==> src/rtl/ift_pkg.sv <==
// Shared types and constants for the IFT trace capture block.
// The record layout is {ts, taint, data}, most significant field first.
package ift_pkg;

  localparam int unsigned IFT_DWIDTH = 2;
  localparam int unsigned IFT_TWIDTH = 32;
  localparam int unsigned IFT_TSW    = 16;
  localparam int unsigned IFT_RECW   = IFT_TSW + IFT_TWIDTH + IFT_DWIDTH;

  localparam logic [7:0] DROP_CNT_MAX = 8'd255;

  typedef struct packed {
    logic [IFT_TSW-1:0]    ts;
    logic [IFT_TWIDTH-1:0] taint;
    logic [IFT_DWIDTH-1:0] data;
  } ift_rec_t;

endpackage

==> src/rtl/ift_sync_fifo.sv <==
// Synchronous FIFO with a registered head entry and registered status flags.
// Push into an empty FIFO becomes visible one cycle later; there is no bypass path.
module ift_sync_fifo #(
  parameter int unsigned WIDTH = 50,
  parameter int unsigned DEPTH = 8
) (
  input  logic                       i_clk,
  input  logic                       i_rst_n,
  input  logic                       i_push,
  input  logic                       i_pop,
  input  logic [WIDTH-1:0]           i_din,
  output logic [WIDTH-1:0]           o_head,
  output logic                       o_valid,
  output logic                       o_full,
  output logic [$clog2(DEPTH):0]     o_count
);

  localparam int unsigned AW = $clog2(DEPTH);
  localparam int unsigned CW = AW + 1;

  logic [WIDTH-1:0] r_mem [DEPTH];
  logic [AW-1:0]    r_wr_ptr;
  logic [AW-1:0]    r_rd_ptr;
  logic [CW-1:0]    r_count;
  logic [WIDTH-1:0] r_head;
  logic             r_valid;
  logic             r_full;

  logic [CW-1:0]    w_count_n;
  logic [AW-1:0]    w_rd_ptr_n;
  logic [WIDTH-1:0] w_head_n;

  // The head register is preloaded with whatever will sit at the read pointer
  // after this edge, taking the incoming word when it lands in that slot.
  always_comb begin
    w_count_n  = r_count + CW'(i_push) - CW'(i_pop);
    w_rd_ptr_n = r_rd_ptr + AW'(i_pop);
    w_head_n   = r_mem[w_rd_ptr_n];
    if (i_push && (w_rd_ptr_n == r_wr_ptr)) begin
      w_head_n = i_din;
    end
  end

  always_ff @(posedge i_clk) begin
    if (i_push) begin
      r_mem[r_wr_ptr] <= i_din;
    end
  end

  always_ff @(posedge i_clk) begin
    if (!i_rst_n) begin
      r_wr_ptr <= '0;
      r_rd_ptr <= '0;
      r_count  <= '0;
      r_head   <= '0;
      r_valid  <= 1'b0;
      r_full   <= 1'b0;
    end else begin
      if (i_push) begin
        r_wr_ptr <= r_wr_ptr + AW'(1);
      end
      r_rd_ptr <= w_rd_ptr_n;
      r_count  <= w_count_n;
      r_head   <= w_head_n;
      r_valid  <= (w_count_n != '0);
      r_full   <= (w_count_n == CW'(DEPTH));
    end
  end

  assign o_head  = r_head;
  assign o_valid = r_valid;
  assign o_full  = r_full;
  assign o_count = r_count;

endmodule

==> src/rtl/ift_trace_capture.sv <==
// Samples DUT data and taint each cycle and queues time-stamped change records.
// Records that find the FIFO full (and not draining this cycle) are counted as drops.
module ift_trace_capture
  import ift_pkg::*;
#(
  parameter int unsigned DWIDTH = IFT_DWIDTH,
  parameter int unsigned TWIDTH = IFT_TWIDTH,
  parameter int unsigned DEPTH  = 8,
  parameter int unsigned TSW    = IFT_TSW
) (
  input  logic                      CLK,
  input  logic                      RST_N,
  input  logic                      EN,
  input  logic                      MODE_ALL,
  input  logic [DWIDTH-1:0]         Q,
  input  logic [TWIDTH-1:0]         Q_t,
  output logic                      OUT_VALID,
  input  logic                      OUT_READY,
  output logic [TSW+TWIDTH+DWIDTH-1:0] OUT_DATA,
  output logic                      FULL,
  output logic                      OVERFLOW,
  output logic [7:0]                DROP_CNT
);

  localparam int unsigned RECW = TSW + TWIDTH + DWIDTH;
  localparam int unsigned CW   = $clog2(DEPTH) + 1;

  logic [TSW-1:0]    r_ts;
  logic [DWIDTH-1:0] r_prev_q;
  logic [TWIDTH-1:0] r_prev_qt;
  logic              r_first;
  logic              r_overflow;
  logic [7:0]        r_drop_cnt;

  logic              w_valid;
  logic              w_full;
  logic [CW-1:0]     w_count;
  logic [RECW-1:0]   w_head;
  logic [RECW-1:0]   w_rec;
  logic              w_change;
  logic              w_req;
  logic              w_pop;
  logic              w_push;
  logic              w_drop;

  assign w_rec    = {r_ts, Q_t, Q};
  assign w_change = r_first || (Q != r_prev_q) || (Q_t != r_prev_qt);
  assign w_req    = EN && (MODE_ALL || w_change);
  assign w_pop    = w_valid && OUT_READY;
  // A full FIFO still accepts a record when the head leaves in the same cycle.
  assign w_push   = w_req && ((w_count != CW'(DEPTH)) || w_pop);
  assign w_drop   = w_req && !w_push;

  always_ff @(posedge CLK) begin
    if (!RST_N) begin
      r_ts       <= '0;
      r_prev_q   <= '0;
      r_prev_qt  <= '0;
      r_first    <= 1'b1;
      r_overflow <= 1'b0;
      r_drop_cnt <= '0;
    end else begin
      r_ts <= r_ts + TSW'(1);
      if (EN) begin
        r_prev_q  <= Q;
        r_prev_qt <= Q_t;
        r_first   <= 1'b0;
      end
      if (w_drop) begin
        r_overflow <= 1'b1;
        if (r_drop_cnt != DROP_CNT_MAX) begin
          r_drop_cnt <= r_drop_cnt + 8'd1;
        end
      end
    end
  end

  ift_sync_fifo #(
    .WIDTH (RECW),
    .DEPTH (DEPTH)
  ) u_fifo (
    .i_clk   (CLK),
    .i_rst_n (RST_N),
    .i_push  (w_push),
    .i_pop   (w_pop),
    .i_din   (w_rec),
    .o_head  (w_head),
    .o_valid (w_valid),
    .o_full  (w_full),
    .o_count (w_count)
  );

  assign OUT_VALID = w_valid;
  assign OUT_DATA  = w_head;
  assign FULL      = w_full;
  assign OVERFLOW  = r_overflow;
  assign DROP_CNT  = r_drop_cnt;

endmodule
==> config.mk <==
export PLATFORM = sky130hd
export DESIGN_NAME = ift_trace_capture
export DESIGN_NICKNAME = d
export VERILOG_FILES = /design/src/rtl/ift_pkg.sv /design/src/rtl/ift_sync_fifo.sv /design/src/rtl/ift_trace_capture.sv
export SDC_FILE = /design/constraint.sdc
export NUM_CORES = 1
export LEC_CHECK = 0
export ABC_CLOCK_PERIOD_IN_PS = 7200
export BUFFER_PORTS_ARGS = -buffer_cell sky130_fd_sc_hd__buf_2
export CELL_PAD_IN_SITES_DETAIL_PLACEMENT = 1
export CELL_PAD_IN_SITES_GLOBAL_PLACEMENT = 1
export CORE_ASPECT_RATIO = 0.8
export CORE_MARGIN = 1
export CORE_UTILIZATION = 44
export DETAILED_ROUTE_END_ITERATION = 6
export GPL_TIMING_DRIVEN = 0
export HOLD_SLACK_MARGIN = 0.02
export PLACE_DENSITY_LB_ADDON = 0.08
export REMOVE_ABC_BUFFERS = 1
export SLEW_MARGIN = 20
export SYNTH_ARGS = -nofsm -noshare
export SYNTH_HDL_FRONTEND = slang
export SYNTH_SLANG_ARGS = --single-unit
==> constraint.sdc <==
create_clock -name CLK -period 7.2 [get_ports CLK]
set_clock_uncertainty 0.15 [all_clocks]
set_input_delay 0.72 -clock CLK [delete_from_list [all_inputs] [get_ports CLK]]
set_output_delay 0.72 -clock CLK [all_outputs]
set_load 0.02 [all_outputs]
# Yosys cells after proc, flatten, opt, wreduce, memory -nomap -nowiden
# Memories as Yosys holds them, arrays and structs flattened. A register that Yosys moved wholly into a read port is not among the register bits.
# Index checks and enable logic that the tools add are counted.
totals:
  regBits: 72
  ramBits: 400
  in_bits: 39
  wordCells: 37
  n_memories: 1
mem_list:
  columns: ["memory", "depth", "width", "rd", "rd_ports_with_merged_regs", "write_ports", "line", "text"]
  rows:
  - ["u_fifo.r_mem", 8, 50, 1, 1, 1, "ift_sync_fifo.sv:21", "logic [WIDTH-1:0] r_mem [DEPTH];"]
op_classes:
  n_addsub: 6
  eq_ne: 5
  mux: 2
  n_reduce_logical: 12
ops:
  columns: ["operator", "n"]
  rows:
  - ["32-bit != test", 1]
  - ["16-bit by 1-bit adder with 16-bit output, second input constant", 1]
  - ["8-bit by 1-bit adder with 8-bit output, second input constant", 1]
  - ["8-bit != test, second input constant", 1]
  - ["4-bit by 1-bit adder with 4-bit output", 1]
  - ["4-bit == test, second input constant", 1]
  - ["1-bit logical AND", 4]
  - ["1-bit logical OR", 4]
  - ["4-bit != test, second input constant", 1]
  - ["4-bit nonzero test", 1]
  - ["4-bit by 1-bit subtractor with 4-bit output", 1]
  - ["3-bit by 1-bit adder with 3-bit output", 1]
  - ["3-bit by 1-bit adder with 3-bit output, second input constant", 1]
  - ["1-bit zero test", 2]
  - ["1-bit two-way mux", 2]
  - ["2-bit != test", 1]
  - ["2-bit AND reduction", 1]

# Depth between registers and ports, before layout
depth:
  depth_word: 9
  depth_mapped: 13

# By module
# Synthesis repeated with hierarchy kept, for this count alone.
hier_totals:
  hier_cells: 1216
  hier_area_um2: 20150.6
modules_own_cells:
  columns: ["mod", "instances", "cells_per_inst", "area_per_inst_um2"]
  rows:
  - ["ift_sync_fifo", 1, 929, 17304.1]
  - ["ift_trace_capture", 1, 287, 2846.5]

# Worst setup path after synthesis
# OpenSTA, ideal clock, no wires.
synth_path:
  kind: "input -> register"
  start: "in Q_t[2]"
  end: "mem u_fifo.r_mem[2][0] (enable)"
  setup_time_ns: 0.600
  arrival_time_ns: 6.645
  required_ns: 6.450
  slack_ns: -0.195
  cell_stages: 6
  path_buffers: 0
  path_cell_list: "xor2_1 -> or3_1 -> nor4_2 -> nand4_2 -> nand3_1 -> nor4b_1"
synth_between:
  elab_chain_len: 7
synth_rtl:
  columns: ["element", "line", "text"]
  rows:
  - ["start, declared", "ift_trace_capture.sv:16", "input logic [TWIDTH-1:0] Q_t,"]
  - ["32-bit != test", "ift_trace_capture.sv:47", "assign w_change = r_first || (Q != r_prev_q) || (Q_t != r_prev_qt);"]
  - ["1-bit logical OR", "ift_trace_capture.sv:47", null]
  - ["1-bit logical OR", "ift_trace_capture.sv:48", "assign w_req = EN && (MODE_ALL || w_change);"]
  - ["1-bit logical AND", "ift_trace_capture.sv:48", null]
  - ["1-bit logical AND", "ift_trace_capture.sv:51", "assign w_push = w_req && ((w_count != CW'(DEPTH)) || w_pop);"]
  - ["1-bit two-way mux", "ift_sync_fifo.sv:45", "if (i_push) begin"]
  - ["1-bit two-way mux (implied by the code)", "ift_sync_fifo.sv:46", "r_mem[r_wr_ptr] <= i_din;"]
  - ["end, declared", "ift_sync_fifo.sv:21", null]
# Every way passes these cells.

# Worst setup path in the final report
layout_path:
  start: "reg u_fifo.r_valid, in the netlist u_fifo.o_valid"
  end: "reg u_fifo.r_head[14], in the netlist u_fifo.o_head[14] (read register of u_fifo.r_mem)"
layout_between:
  elab_chain_len: 2
layout_rtl:
  columns: ["element", "line", "text"]
  rows:
  - ["start, declared", "ift_sync_fifo.sv:26", "logic r_valid;"]
  - ["start signal, assigned", "ift_sync_fifo.sv:65", "r_valid <= (w_count_n != '0);"]
  - ["1-bit logical AND", "ift_trace_capture.sv:49", "assign w_pop = w_valid && OUT_READY;"]
  - ["3-bit by 1-bit adder with 3-bit output", "ift_sync_fifo.sv:37", "w_rd_ptr_n = r_rd_ptr + AW'(i_pop);"]
  - ["end, declared", "ift_sync_fifo.sv:25", "logic [WIDTH-1:0] r_head;"]
# Every way passes these cells.
# A chain may end at the register's enable or synchronous reset.

==> flow_metrics.env <==
export IMPL_ys_types=45
export IMPL_cp_end_kind="flop"
export IMPL_maxCapViolCount=0
export IMPL_power_density_nw_per_um2=341
export IMPL_period_needed_ns=4.18
export IMPL_cts_hold_buf=0
export IMPL_finish_utilization_pct=52.8
export IMPL_cts_resized=0
export IMPL_combPwrFrac_pct=24.1
export IMPL_hold_violations=0
export IMPL_routed_wl_um=46700
export IMPL_rsz0062_at_grt="false"
export IMPL_hp_start="OVERFLOW"
export IMPL_post_cts_buffers=0
export IMPL_reg2reg_from="u_fifo.o_valid"
export IMPL_swShare_pct=28.2
export IMPL_grt_usage_pct=20.6
export IMPL_drt_pass1_iter_count=5
export IMPL_gp_congestion=0.673
export IMPL_async_flop_share_pct=0
export IMPL_slew_headroom_pct=39.5
export IMPL_global_route_overflow_total=0
export IMPL_ant_nets=0
export IMPL_slew_violations=0
export IMPL_cts_sinks=522
export IMPL_clk_path_buf_depth=3
export IMPL_slowest_stage="xor2_4"
export IMPL_wire_per_inst_um=24.0
export IMPL_final_cell_area_um2=23700
export IMPL_place_hpwl_um=30000
export IMPL_cts_htree_levels=2
export IMPL_antenna_found_initial=6
export IMPL_post_route_period_util_pct=58.1
export IMPL_dp_slack_ns=2.37
export IMPL_drt_iter0_markers=546
export IMPL_setup_ws_ns=3.02
export IMPL_syn_area_um2=20200
export IMPL_intPower_mw=5.80
export IMPL_ir_drop_mv=0.210
export IMPL_grt_first_pass_wirelength_um=71500
export IMPL_vias_per_cell=5.45
export IMPL_route_detailed_drc=0
export IMPL_synthFlopType="edfxtp_1"
export IMPL_critPathMaxStageDelay_ns=0.61
export IMPL_synth_edf_count=400
export IMPL_start_util_pct=45.0
export IMPL_fp_dieH_um=194
export IMPL_crit_buf_inv=4
export IMPL_startpoint="u_fifo.o_valid"
export IMPL_syn_inst=1115
export IMPL_ys_ff_latch=522
export IMPL_seq_area_frac_synth_pct=71.6
export IMPL_clockRootBuffer="clkbuf_16"
export IMPL_clk_pin_slew_worst_paths_ns=0.06
export IMPL_cp_start_kind="flop"
export IMPL_critPathKind="reg2reg"
export IMPL_n_fill_cell=4090
export IMPL_cp_data_required_time_ns=7.54
export IMPL_drive_gt1_share_pct=28.7
export IMPL_rows=69
export IMPL_clock_latency_ns=0.59
export IMPL_finalPower_mw=8.07
export IMPL_area_growth_syn_to_layout_pct=17.3
export IMPL_yosysWarnings=0
export IMPL_path_cells="nand2_1 -> inv_1 -> ha_4 -> ha_4 -> xor2_4 -> buf_16 -> xnor2_1 -> nor3_1 -> nand3_4 -> buf_12 -> nand2b_4 -> buf_16 -> a21oi_1"
export IMPL_max_freq_mhz=239
export IMPL_die_x_um=241
export IMPL_numCtsBuffers=51
export IMPL_grt_pass1_vias=11200
export IMPL_p_switching_mw=2.27
export IMPL_tritoncts="done"
export IMPL_io_pins=100
export IMPL_grt_max_degree=85
export IMPL_portBuffers=99
export IMPL_nets=1350
export IMPL_status="finished, final reports clean"
export IMPL_setup_violations=0
export IMPL_min_path_type="reg2reg"
export IMPL_num_vias=10600
export IMPL_die_area_um2=46700
export IMPL_worst_pin_slew_ns=0.904
export IMPL_critical_path_max_fanout=33
export IMPL_core_um2=44800
export IMPL_cp_top_family="simple AND/OR/NAND/NOR gates"
export IMPL_syn_mean_instance_area_um2=18.1
export IMPL_power_frac_seq_pct=44.8
export IMPL_critPathArrivalTime_ns=4.52
export IMPL_postPlaceCellArea_um2=22100
export IMPL_cellLeakagePower_nw=8.14
export IMPL_p_clk_share_pct=31.1
-- per-stage QoR --
step                      hold slack [ns]  setup TNS, ns  std cells
after detailed placement            0.295              0       1851
after floorplan                     0.276         -47.51       1048
after CTS                           0.285              0       1946
after global routing                0.313              0       1946
final                               0.300              0       1947
after global placement              0.277       -2878.24       1750
-- cells in the mapped netlist, drive strengths merged (5+ instances only) --
| master | count | share of area, % |
|---|---|---|
| mux4 | 100 | 11 |
| nor3 | 5 | 0.12 |
| nor2 | 6 | 0.11 |
| and2 | 18 | 0.56 |
| o31ai | 50 | 1.9 |
| nand2b | 7 | 0.22 |
| dfxtp | 122 | 12 |
| nand2 | 19 | 0.35 |
| xor2 | 14 | 0.64 |
| inv | 10 | 0.19 |
| a21oi | 52 | 1.3 |
| edfxtp | 400 | 60 |
| nand3 | 13 | 0.32 |
| and3 | 9 | 0.28 |
| nor2b | 39 | 1.2 |
| xnor2 | 37 | 1.6 |
| buf | 24 | 0.74 |
| nor4b | 5 | 0.22 |
| mux2i | 92 | 4.6 |
| ha | 9 | 0.56 |
| nand4 | 10 | 0.34 |
| clkbuf | 43 | 0.80 |
-- worst min-delay path, stage by stage, from the launching register on --
cell      delay, ns
dfxtp_1        0.31
inv_1          0.05
a21boi_1       0.05
-- area by class of cell --
type	instances	area, um^2	share of cell area, %
Timing Repair Buffer	200	1390	5.87
Antenna cell	1	2.50	0.0106
Clock inverter	21	96.3	0.407
Sequential cell	522	14500	61.1
Multi-Input combinational cell	516	5480	23.2
Clock buffer	74	1460	6.15
Tap cell	603	754	3.19
Inverter	10	37.5	0.159
-- sequential cells by signal, indices dropped and copies added (netlist names) --
| register | count |
|---|---|
| u_fifo.o_count | 4 |
| r_first | 1 |
| u_fifo.r_mem | 400 |
| u_fifo.o_head | 50 |
| u_fifo.o_valid | 1 |
| DROP_CNT | 8 |
| r_prev_q | 2 |
| u_fifo.r_wr_ptr | 3 |
| r_prev_qt | 32 |
| u_fifo.o_full | 1 |
| OVERFLOW | 1 |
| u_fifo.r_rd_ptr | 3 |
| r_ts | 16 |
-- cell usage in the layout (no fill, tap or decap), types with 3 or more instances in the layout --
cell       instances
nor4b_2            4
nor4_2             3
buf_12             5
buf_16             8
a21oi_1           52
nor2b_1           39
clkinv_1          10
ha_1               7
clkbuf_1          16
buf_2            143
dfxtp_1          122
clkbuf_8           5
a21boi_1           4
xnor2_1           37
buf_6              6
and2_1            18
and3_1             9
edfxtp_1         400
inv_1              9
xor2_1            13
or3_1              4
nand3_1           12
nand2b_1           6
nor3_1             3
buf_4             38
nand4_1            9
o31ai_1           50
mux2i_1           92
nor2_1             6
clkinv_2          10
clkbuf_16         53
nand2_1           19
mux4_2           100
-- metal layers --
metal / track usage (%) / vias to the layer above / wire [um]
li1: - / 4781 / -
met1: 29.1 / 5583 / 21700
met2: 33.1 / 165 / 22400
met3: 3.48 / 74 / 1620
met4: 5.60 / 8 / 889
met5: 0 / - / 49
-- power groups by stage --
stage	Combinational (mW)	Sequential (mW)	Clock [mW]
2_1_floorplan	1.21	3.84	0
3_3_place_gp	2.02	3.72	0
3_5_place_dp	1.99	3.68	0
4_1_cts	1.99	3.62	2.58
5_1_grt	2.11	3.64	2.68
6_report	1.95	3.62	2.51
-- kinds of logic (layout without fill, tap and decap cells) --
logic type / Yosys count / in the layout / synth area share, %
other: 0 / 1 / 0
flip-flops: 522 / 522 / 71.6
buffers and inverters: 77 / 305 / 1.72
AND/OR/NAND/NOR: 143 / 143 / 4.17
AO/OA/AOI/OAI: 120 / 120 / 3.83
XOR/XNOR: 51 / 51 / 2.25
multiplexers: 192 / 192 / 15.7
adder cells (fa/ha/maj): 10 / 10 / 0.657
-- final timing paths --
check                 endpoint  slack [ns]  cells past startpoint
max          u_fifo.o_head[14]        3.02                     13
min                   OVERFLOW        0.30                      2
max reg2reg  u_fifo.o_head[14]        3.02                     13
min reg2reg           OVERFLOW        0.30                      2
Note: power is estimated with default switching activity, not from simulation.
